--- src/rtl/cmd_pkg.sv ---
// Shared opcode constants, FSM state encoding and decode bundle for the
// command FIFO reader.
package cmd_pkg;

    localparam logic [3:0] OP_WBR = 4'b0000;
    localparam logic [3:0] OP_WBM = 4'b0001;

    typedef enum logic [1:0] {
        ST_IDLE  = 2'd0,
        ST_FETCH = 2'd1,
        ST_LATCH = 2'd2,
        ST_EXEC  = 2'd3
    } state_e;

endpackage

--- src/rtl/cmd_decode.sv ---
// Combinational opcode classifier: exactly one of is_wbr / is_wbm / is_bad
// is high for any opcode.
import cmd_pkg::*;

module cmd_decode (
    input  logic [3:0] opcode,
    output logic       is_wbr,
    output logic       is_wbm,
    output logic       is_bad
);

    always_comb begin
        is_wbr = (opcode == OP_WBR);
        is_wbm = (opcode == OP_WBM);
        is_bad = !(is_wbr || is_wbm);
    end

endmodule

--- src/rtl/cmd_fifo_reader.sv ---
// Pops {dataA,dataB} command pairs from a non-show-ahead FIFO and issues
// bank-register / sprite-memory write strobes. `CMD_ERR_COUNT_EN builds the
// saturating unknown-opcode counter.
import cmd_pkg::*;

module cmd_fifo_reader #(
    parameter int REG_ADDR_W = 5,
    parameter int MEM_ADDR_W = 14
) (
    input  logic                  clk,
    input  logic                  reset,
    input  logic                  rdempty,
    input  logic [31:0]           dataA,
    input  logic [31:0]           dataB,
    input  logic                  ready,
    output logic                  rdreq,
    output logic                  reg_wr,
    output logic [REG_ADDR_W-1:0] reg_addr,
    output logic [31:0]           reg_data,
    output logic                  mem_wr,
    output logic [MEM_ADDR_W-1:0] mem_addr,
    output logic [8:0]            mem_data,
    output logic                  busy,
    output logic [7:0]            err_count
);

    state_e                state_q, state_d;
    logic                  rdreq_q, rdreq_d;
    logic                  busy_q, busy_d;
    logic                  reg_wr_q, reg_wr_d;
    logic                  mem_wr_q, mem_wr_d;
    logic [31:0]           cmd_a_q, cmd_a_d;
    logic [31:0]           cmd_b_q, cmd_b_d;
    logic [REG_ADDR_W-1:0] reg_addr_q, reg_addr_d;
    logic [31:0]           reg_data_q, reg_data_d;
    logic [MEM_ADDR_W-1:0] mem_addr_q, mem_addr_d;
    logic [8:0]            mem_data_q, mem_data_d;
    logic                  exec_fire;
    logic                  is_wbr, is_wbm, is_bad;

    cmd_decode u_decode (
        .opcode (cmd_a_q[3:0]),
        .is_wbr (is_wbr),
        .is_wbm (is_wbm),
        .is_bad (is_bad)
    );

    always_comb begin
        state_d    = state_q;
        cmd_a_d    = cmd_a_q;
        cmd_b_d    = cmd_b_q;
        reg_addr_d = reg_addr_q;
        reg_data_d = reg_data_q;
        mem_addr_d = mem_addr_q;
        mem_data_d = mem_data_q;
        reg_wr_d   = 1'b0;
        mem_wr_d   = 1'b0;
        exec_fire  = 1'b0;

        case (state_q)
            ST_IDLE:  if (!rdempty) state_d = ST_FETCH;
            ST_FETCH: state_d = ST_LATCH;
            // Non-show-ahead FIFO: the popped words appear the cycle after rdreq.
            ST_LATCH: begin
                cmd_a_d = dataA;
                cmd_b_d = dataB;
                state_d = ST_EXEC;
            end
            ST_EXEC: if (ready) begin
                exec_fire = 1'b1;
                state_d   = ST_IDLE;
                reg_wr_d  = is_wbr;
                mem_wr_d  = is_wbm;
                if (is_wbr) begin
                    reg_addr_d = cmd_a_q[4 +: REG_ADDR_W];
                    reg_data_d = cmd_b_q;
                end
                if (is_wbm) begin
                    mem_addr_d = cmd_a_q[4 +: MEM_ADDR_W];
                    mem_data_d = cmd_b_q[8:0];
                end
            end
            default: state_d = ST_IDLE;
        endcase

        // Registered outputs follow the state being entered.
        rdreq_d = (state_d == ST_FETCH);
        busy_d  = (state_d != ST_IDLE);
    end

    always_ff @(posedge clk) begin
        if (reset) begin
            state_q    <= ST_IDLE;
            rdreq_q    <= 1'b0;
            busy_q     <= 1'b0;
            reg_wr_q   <= 1'b0;
            mem_wr_q   <= 1'b0;
            cmd_a_q    <= '0;
            cmd_b_q    <= '0;
            reg_addr_q <= '0;
            reg_data_q <= '0;
            mem_addr_q <= '0;
            mem_data_q <= '0;
        end else begin
            state_q    <= state_d;
            rdreq_q    <= rdreq_d;
            busy_q     <= busy_d;
            reg_wr_q   <= reg_wr_d;
            mem_wr_q   <= mem_wr_d;
            cmd_a_q    <= cmd_a_d;
            cmd_b_q    <= cmd_b_d;
            reg_addr_q <= reg_addr_d;
            reg_data_q <= reg_data_d;
            mem_addr_q <= mem_addr_d;
            mem_data_q <= mem_data_d;
        end
    end

`ifdef CMD_ERR_COUNT_EN
    logic [7:0] err_q, err_d;

    always_comb begin
        err_d = err_q;
        if (exec_fire && is_bad && (err_q != 8'hFF)) err_d = err_q + 8'd1;
    end

    always_ff @(posedge clk) begin
        if (reset) err_q <= '0;
        else       err_q <= err_d;
    end

    assign err_count = err_q;

    logic unused_bits;
    assign unused_bits = ^cmd_a_q;
`else
    assign err_count = '0;

    logic unused_bits;
    assign unused_bits = ^{cmd_a_q, is_bad, exec_fire};
`endif

    assign rdreq    = rdreq_q;
    assign busy     = busy_q;
    assign reg_wr   = reg_wr_q;
    assign mem_wr   = mem_wr_q;
    assign reg_addr = reg_addr_q;
    assign reg_data = reg_data_q;
    assign mem_addr = mem_addr_q;
    assign mem_data = mem_data_q;

endmodule

--- config.mk ---
export PLATFORM = sky130hd
export DESIGN_NAME = cmd_fifo_reader
export DESIGN_NICKNAME = d
export VERILOG_FILES = /design/src/rtl/cmd_pkg.sv /design/src/rtl/cmd_decode.sv /design/src/rtl/cmd_fifo_reader.sv
export SDC_FILE = /design/constraint.sdc
export NUM_CORES = 1
export LEC_CHECK = 0
export CORE_AREA = 2 2 116 118
export CTS_CLUSTER_DIAMETER = 200
export DETAILED_ROUTE_END_ITERATION = 10
export DIE_AREA = 0 0 118 120
export PLACE_DENSITY = 0.74
export SETUP_SLACK_MARGIN = 0.4
export SLEW_MARGIN = 25
export SYNTH_ARGS = -nofsm -noshare
export SYNTH_HDL_FRONTEND = slang
export SYNTH_SLANG_ARGS = --single-unit
--- constraint.sdc ---
create_clock -name clk -period 2 [get_ports clk]
set_input_delay 0.2 -clock clk [delete_from_list [all_inputs] [get_ports clk]]
set_output_delay 0.2 -clock clk [all_outputs]
set_load 0.05 [all_outputs]
Yosys cells after proc, flatten, opt, wreduce, memory -nomap -nowiden
Cells that the tools add are included.
{"block": "word_totals", "input_bits": 68, "out_inout_bits": 72, "ff_bits": 116, "word_cells": 27}
{"block": "op_classes", "mux": 3, "n_reduce_logical": 6, "bitwise": 2, "n_eq_ne": 5}
{"operator": "case mux 2 bit (4 select lines)", "n": 1}
{"operator": "AND reduction 3 bit", "n": 2}
{"operator": "equality test 2 x 1 -> 1 bit (second input constant)", "n": 2}
{"operator": "equality test 2 bit (second input constant)", "n": 2}
{"operator": "equality test 4 x 1 -> 1 bit (second input constant)", "n": 1}
{"operator": "zero test 4 bit", "n": 1}
{"operator": "2-to-1 mux 2 bit", "n": 2}
{"operator": "OR reduction 3 bit", "n": 1}
{"operator": "zero test 2 bit", "n": 1}
{"operator": "inverter 1 bit", "n": 2}
{"operator": "nonzero test 2 bit", "n": 1}

Longest topological paths before layout
Gate-level depths: netlist (run 1).
{"block": "logic_depth", "word_depth": 3, "ltp_mapped": 5}

By module
From an unflattened synthesis (run 1), not the netlist that was laid out.
{"block": "hier_totals", "hier_cells": 512, "area_unflattened_um2": 4127.7}
{"mod": "cmd_fifo_reader", "cells_each": 509, "area_each_um2": 4106.4, "n_inst": 1}
{"mod": "cmd_decode", "cells_each": 3, "area_each_um2": 21.3, "n_inst": 1}

Worst setup path after synthesis (run 1)
No wires, ideal clock.
{"block": "synth_path", "path_type": "flip-flop to flip-flop", "startpoint": "register cmd_a_q[1]", "endpoint": "register reg_addr_q[0] (netlist: reg_addr[0])", "stages_incl_launch_ff": 6, "arrival_ns": 1.419, "setup_slack_ns": 0.509, "n_path_buf": 2, "period_less_slack_ns": 1.491, "setup_time_ns": 0.072, "t_required_ns": 1.928, "cell_sequence": "dfxtp_1 > or4_4 > buf_6 > nor2_8 > buf_12 > mux2i_1"}
{"block": "synth_between", "elab_chain_len": 2}
{"item": "from (decl)", "line": "cmd_fifo_reader.sv:32", "rtl": "logic [31:0] cmd_a_q, cmd_a_d;"}
{"item": "from (signal assigned)", "line": "cmd_fifo_reader.sv:110", "rtl": "cmd_a_q <= cmd_a_d;"}
{"item": "zero test 4 bit", "line": "cmd_decode.sv:13", "rtl": "is_wbr = (opcode == OP_WBR);"}
{"item": "AND reduction 3 bit (no line)"}
{"item": "to (signal assigned)", "line": "cmd_fifo_reader.sv:112", "rtl": "reg_addr_q <= reg_addr_d;"}
{"item": "to (decl)", "line": "cmd_fifo_reader.sv:34", "rtl": "logic [REG_ADDR_W-1:0] reg_addr_q, reg_addr_d;"}
No other way between the ends.
A chain may end at the register's enable or synchronous reset.

Final worst setup path (run 1)
{"block": "layout_path", "startpoint": "register cmd_a_q[2]", "endpoint": "register reg_addr_q[3] (netlist: reg_addr[3])"}
Same word-level chain as after synthesis.

==> key figures, run 1 <==
Outcome
  • Status: finished, final reports clean

Synthesis
  • Share of the synthesized area in the top cell type: 0.512
  • Seq/Total Area, Yosys: 0.512
  • Register bit total from synthesis: 116
  • Top cells by area, synth: dfxtp_1 (51%), nand2_1 (8.4%), a21oi_1 (8.2%), o21ai_0 (5.8%), nand2b_1 (5.2%)
  • Synth area leader: dfxtp_1
  • Post-synthesis cell area: 4540 sq um
  • Distinct cells, synth: 28
  • Post-synthesis area per instance: 8.53 sq um
  • Synthesis Warnings: 0
  • Synthesized instance count: 532

Drt
  • DRT Pass-1 Iters: 4
  • Routed WL: 11.7 mm
  • Antenna-violating nets left: 0
  • Via density per instance: 4.86
  • DRC errors left: 0
  • Avg WL per Cell: 14.1 microns
  • 1st-iter DRT viols: 205
  • Vias: 4028

STA
  • Final TNS setup: 0 ps
  • Hold Fails Final Rpt: 0
  • Slew headroom: 0.643
  • Final hold slack: 236 ps
  • Setup Skew: 7.47 ps
  • RSZ-0062 raised after global routing: true
  • Crit path time final: 1550 ps
  • Setup Viol. Count Final: 0
  • PnR worst setup slack: 448 ps
  • Final worst path period share: 0.776
  • Slew Viols, Final: 0
  • Fmax: 644 MHz
  • Worst slew pin tran: 538 ps

Clock network
  • H-Tree Depth: 4
  • Hold-fix buffers, CTS: 0
  • Clock buffer count from CTS: 17
  • Clock slew seen by the registers of the worst setup and hold paths: 50 ps
  • CTS max path bufs: 2
  • CTS tree: yes
  • Root Driver: clkbuf_16
  • Clock Latency Late Sink: 400 ps
  • TritonCTS sink count: 116

Floorplan
  • Core Region: 13000 sq um
  • Die Width: 118 microns
  • Die height: 120 microns
  • I/O pin cnt: 140
  • Die ar.: 14200 sq um
  • Initial Utilization: 0.350
  • Rows: 42

Worst setup path
  • Reg2Reg Depth: 4
  • Data arrival, critical path: 1880 ps
  • Critical Path RT: 2330 ps
  • Worst r2r src: cmd_a_q[2]
  • Crit. Startpoint: cmd_a_q[2]
  • End of the worst register-to-register path: reg_addr[3]
  • R2R setup slack: 450 ps
  • Slowest CP cell: or4_4
  • CP Launch Type: flop
  • Worst path cell trace: or4_4, nor2_8, buf_4, mux2i_1
  • Crit end category: flop
  • Max incr delay on CP: 600 ps
  • CP Max Fanout: 5
  • Worst setup endpoint: reg_addr[3]
  • Crit Path Class: flop to flop

Power
  • Total power: 6.23 mW
  • Pwr/cell area: 960 nW/um^2
  • Leakage: 2.54 nW
  • Sw Share: 0.221
  • Internal Power: 4.85 mW
  • P_sw: 1.38 mW
  • Peak supply drop: 385 uV
  • Sequential share of power: 0.390
  • Clock Power Share: 0.525
  • Comb pwr share: 0.085

Finish
  • Fillers: 1248
  • Nets: 708
  • Layout area overhead: 42.9%
  • Design Area, Final: 6490 sq um
  • Commonest non-fill, non-tap cell in the layout: dfxtp_1
  • Most frequent cells in the layout: dfxtp_1 (115), nand2_1 (102), a21oi_1 (74)
  • Fraction of layout cells with a size suffix above 1: 0.0919
  • # diodes: 0

Placement
  • Gp weighted congestion: 0.761
  • DP Area: 5830 sq um
  • Port Buf Inserts: 117
  • Hpwl dp: 7.34 mm
  • Worst slack, placed: 217 ps

Global routing
  • GRT overflow: 0
  • Initial antenna violation count: 0
  • All-Layer GR Usage: 0.166
  • Vias in the first global route: 3858
  • First-pass GRT wire length: 18.8 mm
  • Largest net degree at the start of global routing: 50

Flow run
  • Max-cap violations: 0

Worst hold path
  • Worst hold path class: primary input to flop
==> critical path, delay by kind of cell, from the launching register on <==
| family | cells | cell delay, ps |
|---|---|---|
| flip-flops | 1 | 370 |
| buffers and inverters | 1 | 170 |
| AND/OR/NAND/NOR | 2 | 760 |
| multiplexers | 1 | 180 |
==> sequential cells by signal (all words and copies together), names as in the netlist <==
| signal | count |
|---|---|
| busy | 1 |
| reg_data | 32 |
| mem_addr | 14 |
| reg_wr | 1 |
| cmd_b_q | 32 |
| state_q | 2 |
| mem_wr | 1 |
| reg_addr | 5 |
| cmd_a_q | 18 |
| rdreq | 1 |
| mem_data | 9 |
==> synthesized netlist by cell type <==
master / instances
conb_1: 1
nand2_1: 102
o21bai_1: 1
o21ai_0: 53
nor3b_1: 1
nor2b_1: 24
buf_6: 1
nand3_1: 2
mux2i_1: 14
nand4b_1: 23
clkbuf_1: 40
a21oi_1: 74
dfxtp_1: 116
nand2b_1: 38
or4_4: 1
buf_12: 1
or4b_4: 1
and3_1: 1
buf_2: 4
o21ai_1: 16
nor4_1: 1
nor3_2: 1
buf_4: 8
nor2_1: 3
nor3_1: 2
buf_1: 1
clkbuf_2: 1
nor2_8: 1
==> kinds of logic (layout without fill, tap and decap cells) <==
group / Yosys count / in the layout / share of synthesized area
mux: 14 / 14 / 0.0309
buf+inv: 56 / 169 / 0.0596
compound gates: 144 / 144 / 0.159
simple gates: 201 / 202 / 0.238
other cells: 1 / 8 / 0.000826
flops: 116 / 116 / 0.512
==> cell type report <==
type                    instances  area (sq um)  area share
clock buffers                  24           502      0.0774
clock inverters                 8           145      0.0224
well taps                     176           220      0.0340
multi-input cells             368          2010       0.310
repair buffers                137          1280       0.198
flip-flops and latches        116          2320       0.358
==> worst min-delay path by stage <==
stage           startpoint     endpoint  slack, ps  cells after the start
2_1_floorplan      rdempty        rdreq        280                      1
3_3_place_gp   cmd_b_q[24]  cmd_b_q[24]        440                      2
3_5_place_dp   cmd_a_q[14]  cmd_a_q[14]        450                      2
4_1_cts              reset   state_q[0]        220                      2
5_1_grt              reset   cmd_a_q[4]        260                      2
6_report             reset   state_q[0]        240                      2
==> through the flow <==
| stage | cells | util |
|---|---|---|
| global route | 829 | 0.500 |
| finish | 829 | 0.500 |
| global placement | 790 | 0.449 |
| floorplan | 539 | - |
| detailed placement | 790 | 0.449 |
| CTS | 829 | 0.498 |
==> timing repair <==
action                                  4_1_cts  5_1_grt
endpoints found under the setup margin       78       48
gates resized for setup                      64        8
setup buffers                                 6        0
pin swaps                                     2        3
gates cloned                                  1        0
==> power groups by stage <==
stage	logic, mW	clock network (mW)	registers [mW]
final	0.528	3.27	2.43
after global routing	0.572	3.42	2.43
after floorplan	0.302	0	2.48
after CTS	0.525	3.32	2.42
after detailed placement	0.507	0	2.47
after global placement	0.498	0	2.47
==> routing by layer <==
metal | wire length (microns) | track usage
met3 | 609 | 0.0452
met2 | 5730 | 0.283
met1 | 5220 | 0.202
met5 | 0 | 0
met4 | 97 | 0.0595
(Power assumes the default switching activity.)
==> run 2, diff against run 1 <==
--- a/config.mk
+++ b/config.mk
@@ -9,7 +9,7 @@
 export CTS_CLUSTER_DIAMETER = 200
 export DETAILED_ROUTE_END_ITERATION = 10
 export DIE_AREA = 0 0 118 120
-export PLACE_DENSITY = 0.74
+export PLACE_DENSITY = 0.77
 export SETUP_SLACK_MARGIN = 0.4
 export SLEW_MARGIN = 25
 export SYNTH_ARGS = -nofsm -noshare
==> constraint.sdc (replaced) <==
create_clock -name clk -period 1.3 [get_ports clk]
set_input_delay 0.13 -clock clk [delete_from_list [all_inputs] [get_ports clk]]
set_output_delay 0.13 -clock clk [all_outputs]
set_load 0.05 [all_outputs]
==> run 2 against run 1 <==
  * The run now ends with negative setup slack left
  * Register-to-register slack lost 710 ps
  * Critical path depth is the same
  * Clock power grew 53%
  * Sequential cell count is the same
  * Sequential share of layout area shrank 8.2 points
  * Routed wire length grew 44%
  * Maximum frequency shrank 0.68%
  * Non-clock buffer count grew 44
  * Highest routed layer unchanged
  * Worst hold slack lost 95 ps
==> key figures, run 2 (synthesized netlist as in run 1, its figures left out) <==
Floorplan
  • Core Region: 13000 sq um (unchanged)
  • Initial Utilization: 0.350 (unchanged)
  • Rows: 42 (unchanged)
  • I/O pin cnt: 140 (unchanged)
  • Die height: 120 microns (unchanged)
  • Die Width: 118 microns (unchanged)
  • Die ar.: 14200 sq um (unchanged)

Drt
  • 1st-iter DRT viols: 298 (was 205)
  • Antenna-violating nets left: 0 (unchanged)
  • Avg WL per Cell: 19.2 microns (was 14.1 microns)
  • Met2 routed wirelength: 8.68 mm (was 5.73 mm)
  • Routed WL: 16.8 mm (was 11.7 mm)
  • Uppermost layer routed: met4 (unchanged)
  • Vias: 4550 (was 4028)
  • DRC errors left: 0 (unchanged)
  • Via density per instance: 5.22 (was 4.86)
  • DRT Pass-1 Iters: 5 (was 4)
  • Met3 wire length: 1.01 mm (was 609 microns)
  • M1 wire length: 6.49 mm (was 5.22 mm)

Power
  • Internal Power: 7.83 mW (was 4.85 mW)
  • Comb pwr share: 0.162 (was 0.085)
  • Sequential share of power: 0.358 (was 0.390)
  • P_sw: 2.56 mW (was 1.38 mW)
  • Pwr/cell area: 1170 nW/um^2 (was 960 nW/um^2)
  • Sw Share: 0.246 (was 0.221)
  • Total power: 10.4 mW (was 6.23 mW)
  • Leakage: 3.39 nW (was 2.54 nW)
  • Clock Power Share: 0.480 (was 0.525)
  • Peak supply drop: 812 uV (was 385 uV)

Worst setup path
  • Critical Path RT: 1620 ps (was 2330 ps)
  • Cell family with most CP delay: simple AND/OR/NAND/NOR gates (unchanged)
  • Max incr delay on CP: 590 ps (was 600 ps)
  • Crit Path Class: flop to flop (unchanged)
  • Slowest CP cell: or4_4 (unchanged)
  • Worst Path Buf+Inv: 1 (unchanged)
  • Reg2Reg Depth: 4 (unchanged)
  • Worst path cell trace: or4_4, nor2_8, buf_12, mux2i_2 (was or4_4, nor2_8, buf_4, mux2i_1)
  • R2R setup slack: -260 ps (was 450 ps)
  • Worst r2r src: cmd_a_q[0] (was cmd_a_q[2])
  • Data arrival, critical path: 1880 ps (about the same)
  • End of the worst register-to-register path: reg_addr[0] (was reg_addr[3])
  • Crit end category: flop (unchanged)
  • CP Max Fanout: 7 (was 5)
  • CP Launch Type: flop (unchanged)

Finish
  • Non-Filler Instances: 872 (was 829)
  • # diodes: 0 (unchanged)
  • Nets: 751 (was 708)
  • FF+latch area: 2450 sq um (was 2320 sq um)
  • Fillers: 882 (was 1248)
  • Commonest non-fill, non-tap cell in the layout: buf_12 (was dfxtp_1)
  • End-of-flow core utilization: 0.683 (was 0.500)
  • Multi-input logic area: 2670 sq um (was 2010 sq um)
  • Most frequent cells in the layout: buf_12 (85), o21ai_1 (56), dfxtp_2 (52), clkdlybuf4s50_1 (52), a21oi_2 (50) (was dfxtp_1 (115), nand2_1 (102), a21oi_1 (74))
  • Layout area overhead: 95.4% (was 42.9%)
  • Fraction of layout cells with a size suffix above 1: 0.523 (was 0.0919)

Worst hold path
  • Hold Crit Start: reset (unchanged)
  • Worst hold path class: primary input to flop (unchanged)
  • Hold depth: 3 (was 2)
  • Hold Path End: cmd_a_q[4] (was state_q[0])

Global routing
  • All-Layer GR Usage: 0.227 (was 0.166)
  • First-pass GRT wire length: 24.7 mm (was 18.8 mm)
  • Largest net degree at the start of global routing: 72 (was 50)
  • GRT overflow: 0 (unchanged)
  • Vias in the first global route: 4667 (was 3858)
  • Initial antenna violation count: 0 (unchanged)

Clock network
  • Clock buffer count from CTS: 17 (unchanged)
  • Hold-fix buffers, CTS: 0 (unchanged)
  • Clock slew seen by the registers of the worst setup and hold paths: 50 ps (about the same)
  • TritonCTS sink count: 116 (unchanged)
  • CTS tree: yes (unchanged)
  • Root Driver: clkbuf_16 (unchanged)
  • Clock Latency Late Sink: 420 ps (was 400 ps)
  • CTS max path bufs: 2 (unchanged)
  • H-Tree Depth: 4 (unchanged)

Outcome
  • Failing checks: negative setup slack
  • Status: finished, violations left (was finished, final reports clean)

STA
  • Hold Fails Final Rpt: 0 (unchanged)
  • Setup Viol. Count Final: 60 (was 0)
  • PnR worst setup slack: -263 ps (was 448 ps)
  • Slew Viols, Final: 0 (unchanged)
  • Setup Skew: 10.1 ps (was 7.47 ps)
  • Final worst path period share: 1.20 (was 0.776)
  • Final hold slack: 141 ps (was 236 ps)
  • Crit path time final: 1560 ps (was 1550 ps)
  • RSZ-0062 raised after global routing: true (unchanged)
  • Final TNS setup: -9400 ps (was 0 ps)
  • Fmax: 640 MHz (was 644 MHz)

Placement
  • Port Buf Inserts: 117 (unchanged)
  • Gp weighted congestion: 0.761 (about the same)
  • Hpwl dp: 8.46 mm (was 7.34 mm)
  • Placed cell count: 796 (was 790)

Flow run
  • Max-cap violations: 0 (unchanged)
## run 2: changes by cell type in the layout (fill, tap and decap cells not counted), moves of 17 or more
cell	delta
o21ai_1	+37
dfxtp_1	-68
nand2_4	+47
dfxtp_4	+17
a21oi_1	-51
buf_12	+82
nand2_1	-59
o21ai_0	-49
dlygate4sd2_1	-64
a21oi_2	+50
dfxtp_2	+51
## run 2: layout make-up
class                           instances  area share
Clock buffer                           23      0.0539
Clock inverter                          9      0.0168
Multi-Input combinational cell        367       0.301
Sequential cell                       116       0.276
Tap cell                              176      0.0248
Timing Repair Buffer                  181       0.327
## run 2: tightest hold or removal path, delay by kind of cell
kind	cells	cell delay [ps]
buf+inv	2	330
compound gates	1	40
## run 2: repair_timing
item	in CTS	in global routing
buffers inserted	22	8
gates resized for setup	198	107
gates cloned	13	1
pin swaps	52	54
endpoints found under the setup margin	178	180
## run 2: how the worst max path moves through the flow
stage                          start  cells after the start  slack (ps)           to
final                     cmd_a_q[0]                      4        -260  reg_addr[0]
after global placement    cmd_a_q[0]                      4        -140  reg_data[1]
after floorplan           cmd_a_q[2]                      5        -190  reg_addr[0]
after global routing      cmd_a_q[0]                      4        -280  reg_addr[3]
after CTS                 cmd_a_q[0]                      4        -240  reg_addr[0]
after detailed placement  cmd_a_q[0]                      4        -220  reg_addr[0]
## run 2: metrics by stage
stage               worst slack [ps]  instance area, sq um
floorplan                       -187                  4730
global placement                -137                  6680
detailed placement              -224                  6680
CTS                             -241                  8380
global route                    -277                  8870
finish                          -263                  8870
## run 2: power groups by stage
stage	clock (mW)	sequential [mW]	combinational, mW
floorplan	0	3.82	0.539
global placement	0	3.80	0.880
detailed placement	0	3.81	0.902
finish	4.99	3.72	1.68
global route	5.22	3.72	1.76
CTS	4.99	3.73	1.50
## run 2: layer usage
metal | up-vias | GRT usage
met1 | 2219 | 0.263
met2 | 194 | 0.393
met3 | 45 | 0.0551
li1 | 2092 | -
met5 | - | 0
met4 | 0 | 0.111
==> variant 1: new RTL, config.mk and constraints of run 2 <==
Change the parameter `MEM_ADDR_W` from 14 to 13.
--- a/src/rtl/cmd_fifo_reader.sv
+++ b/src/rtl/cmd_fifo_reader.sv
@@ -7,3 +7,3 @@
     parameter int REG_ADDR_W = 5,
-    parameter int MEM_ADDR_W = 14
+    parameter int MEM_ADDR_W = 13
 ) (
Ports: changed (resized mem_addr); port bits go from 140 to 139. No check against the original RTL was run, so the function may have changed too.
==> variant 1 against run 2 <==
  * Design area is 0.62% lower
  * Worst setup slack worse by 81 ps
  * Largest power group unchanged
  * Maximum frequency is 4.9% lower
  * Highest routed layer unchanged
  * Critical endpoint is now reg_data[0]$_SDFFE_PP0P_
  * Largest cell class unchanged
  * Routed wire length is 2.1% lower
  * Area after synthesis is 2.0% lower
  * Non-clock buffer count is 2 higher
  * Power is 0.43% lower
  * Core utilization is 0.42 points lower
  * Combinational power is 2% lower
  * The flow still finishes with violations (setup timing)
  * Hold slack worse by 51 ps
  * Sequential cell count is 2 lower
==> variant 1: results (changes against run 2) <==
.. list-table::
   :header-rows: 1

   * - Metric
     - Value
   * - Status
     - complete, but fails checks
   * - Violated checks
     - setup timing
   * - Post-Layout Cell Count
     - 865 (-0.80%)
   * - Number of DRC violations after detailed-routing iteration 0
     - 366 (+23%)
   * - Hold Slack
     - 90.33 ps (-50.81 ps)
   * - GR met1 Demand/Resource
     - 0.2478 (-0.01477)
   * - DP HPWL
     - 8.330 mm (-1.5%)
   * - Number of combinational gates with multiple inputs
     - 360 (-1.9%)
   * - Setup_tns
     - -11820 ps (-2419 ps)
   * - Multi-input gate area
     - 2744 um2 (+2.9%)
   * - Synth area leaders
     - sky130_fd_sc_hd__dfxtp_1, sky130_fd_sc_hd__nand2_1, sky130_fd_sc_hd__a21oi_1
   * - Port-buffer cells
     - 115 (-1.7%)
   * - Clock network latency to the later pin of the worst-skew pair
     - 400 ps (-20 ps)
   * - Cell count after placement
     - 793 (-0.38%)
   * - Worst-path fanout max
     - 8 (+1)
   * - Clk_buf instances
     - 18 (-22%)
   * - Number of cell instances on the worst register-to-register path
     - 5 (+1)
   * - Final setup margin
     - -344.1 ps (-81.34 ps)
   * - Instance count of the mapped netlist
     - 521 (-2.1%)
   * - Worst EP arrival
     - 1940 ps (+60 ps)
   * - CP peak stage delay
     - 550 ps (-40 ps)
   * - Fill cell count
     - 900 (+2.0%)
   * - Placement-stage cell area
     - 6595 um2 (-1.2%)
   * - Number of cells upsized or downsized after cts
     - 244 (+23%)
   * - Met2 routed wirelength
     - 8.802 mm (+1.5%)
   * - Setup-failing EPs final
     - 61 (+1.7%)
   * - Clock skew after layout
     - 10.49 ps (+0.4118 ps)
   * - Routed met3 length
     - 802 um (-21%)
   * - Max IR drop VDD
     - 0.6938 mV (-15%)
   * - Number of nets in the finished design
     - 744 (-0.93%)
   * - Post-synthesis sequential area ratio
     - 0.5131 (+0.001362)
   * - Non-clock buffer share
     - 0.3177 (-0.009459)
[variant 1: cell families (layout without fill, tap and decap cells)]
| family | Yosys count | count (layout) | synth area share |
|---|---|---|---|
| AOI/OAI and AO/OA | 141 | 141 | 0.1592 |
| buffers and inverters | 54 | 215 | 0.05794 |
| other | 1 | 8 | 0.0008431 |
| and+or+nand+nor | 197 | 197 | 0.2374 |
| DFF | 114 | 114 | 0.5131 |
| muxes | 14 | 14 | 0.03150 |
[variant 1: how the worst max path moves through the flow]
stage                                  from                  endpoint  slack, ps  cells past startpoint
CTS                 cmd_a_q[0]$_SDFFE_PP0P_  reg_data[7]$_SDFFE_PP0P_       -260                      5
global route        cmd_a_q[0]$_SDFFE_PP0P_  reg_data[0]$_SDFFE_PP0P_       -360                      5
detailed placement  cmd_a_q[0]$_SDFFE_PP0P_  reg_addr[4]$_SDFFE_PP0P_       -290                      5
global placement    cmd_a_q[0]$_SDFFE_PP0P_  reg_addr[2]$_SDFFE_PP0P_       -190                      5
floorplan           cmd_a_q[1]$_SDFFE_PP0P_  reg_addr[0]$_SDFFE_PP0P_       -170                      5
finish              cmd_a_q[0]$_SDFFE_PP0P_  reg_data[0]$_SDFFE_PP0P_       -340                      5
[variant 1: critical path: cells and delay by family (launching register included)]
kind                   cells  cell delay (ps)
DFF                        1              330
and+or+nand+nor            2              660
buffers and inverters      2              310
muxes                      1              250
[variant 1: power by group through the flow]
stage / combinational (mW) / clock [mW] / sequential, mW
6_report: 1.64 / 5.05 / 3.66
3_5_place_dp: 0.903 / 0 / 3.74
5_1_grt: 1.72 / 5.27 / 3.67
3_3_place_gp: 0.881 / 0 / 3.73
4_1_cts: 1.47 / 5.07 / 3.67
2_1_floorplan: 0.522 / 0 / 3.75
==> variant 2: new RTL, config.mk and constraints of run 2 <==
Made on the original files. Re-encode `state_e` (4 states) as one-hot, 4 bits wide.
--- a/src/rtl/cmd_pkg.sv
+++ b/src/rtl/cmd_pkg.sv
@@ -7,7 +7,7 @@
 
-    typedef enum logic [1:0] {
-        ST_IDLE  = 2'd0,
-        ST_FETCH = 2'd1,
-        ST_LATCH = 2'd2,
-        ST_EXEC  = 2'd3
+    typedef enum logic [3:0] {
+        ST_IDLE  = 4'b0001,
+        ST_FETCH = 4'b0010,
+        ST_LATCH = 4'b0100,
+        ST_EXEC  = 4'b1000
     } state_e;
Function: no difference found for any inputs over 10 cycles, from zero or initial values and one cycle with reset high; not proved beyond that.
==> variant 2 against run 2 <==
  * The flow still finishes with violations (setup timing)
  * First-iteration DRC count up 38%
  * Area after synthesis up 2.1%
  * Worst setup slack worse by 140 ps
  * Routed wire length up 0.53%
  * Hold slack worse by 130 ps
  * Design area up 1.9%
  * Core utilization up 1.3 points
  * Clock skew down 2.6 ps
  * Sequential cell count up 2
Power is not compared: it rests on default switching activity, and its combinational part moved more than twofold at a synthesized area within 25%.
==> variant 2: results (changes against run 2) <==
.. list-table::
   :header-rows: 1

   * - Metric
     - Value
   * - Status
     - complete, but fails checks
   * - Violated checks
     - setup timing
   * - Hold Slack
     - 15.23 ps (-125.9 ps)
   * - GRT Util Overall
     - 0.2123 (-0.01461)
   * - Compound-gate portion of the synthesized area
     - 0.1493 (-0.01006)
   * - Setup-failing EPs final
     - 114 (+90%)
   * - CP peak stage delay
     - 650 ps (+60 ps)
   * - Clock skew after layout
     - 7.514 ps (-2.568 ps)
   * - RR Endpoint
     - cmd_a_q[9]$_SDFFE_PP0N_
   * - Number of distinct standard cells referenced by the synthesized netlist
     - 31 (+11%)
   * - First-pass detailed-route iteration total
     - 6 (+1)
   * - Setup_tns
     - -36740 ps (-27330 ps)
   * - Worst EP arrival
     - 1980 ps (+100 ps)
   * - Fill cell count
     - 880 (-0.23%)
   * - Multiplexer fraction of the synthesized cell area
     - 0.06048 (+0.02960)
   * - Timing endpoint of the critical path
     - cmd_a_q[9]$_SDFFE_PP0N_
   * - Crit Reg-Reg Startpoint
     - state_q[0]$_SDFF_PP1_
   * - Wire per inst
     - 18.76 um (-2.4%)
   * - Final setup margin
     - -399.9 ps (-137.2 ps)
   * - Placement-stage worst setup slack
     - -699.5 ps (-475.9 ps)
   * - Number of cell instances on the worst register-to-register path
     - 6 (+2)
   * - Top cell types by occurrence after synthesis
     - sky130_fd_sc_hd__dfxtp_1, sky130_fd_sc_hd__nand2_1, sky130_fd_sc_hd__a21oi_1
   * - Clock network latency to the later pin of the worst-skew pair
     - 400 ps (-20 ps)
   * - Hold path depth
     - 2 (-1)
   * - Endpoint of the worst hold path
     - cmd_a_q[6]$_SDFFE_PP0N_
   * - Post-synthesis sequential area ratio
     - 0.5097 (-0.001998)
   * - Fraction of layout instances using a drive strength above 1
     - 0.4931 (-0.02991)
   * - Number of nets in the finished design
     - 777 (+3.5%)
   * - Worst-path fanout max
     - 8 (+1)
   * - DP HPWL
     - 8.891 mm (+5.1%)
## variant 2: metal layers
layer,routed length [um],up-vias,GRT usage
met1,6631,2302,0.2427
met2,8965,200,0.3837
met5,0,-,0
met3,956,27,0.05038
met4,296,0,0.08057
li1,-,2186,-
## variant 2: power by group
group / total [mW] / switching, mW / internal, mW
sequential: 3.59 / 0.0150 / 3.57
clock: 5.20 / 1.78 / 3.43
combinational: 0.535 / 0.271 / 0.264
total: 9.33 / 2.06 / 7.26
## variant 2: layout make-up
cell class                      instances  area (um2)  share of cell area
Tap cell                              176       220.2             0.02437
Multi-Input combinational cell        347        2624              0.2904
Sequential cell                       118        2521              0.2790
Inverter                                2       7.507           0.0008309
Timing Repair Buffer                  223        3009              0.3331
Clock buffer                           18       429.2             0.04750
Clock inverter                         14       224.0             0.02479
## variant 2: what timing repair did
item / in CTS / in global routing
buffers inserted: 32 / 28
pin swaps: 17 / 41
gates cloned: 5 / 7
resized for setup: 137 / 115
setup endpoints to repair: 182 / 182
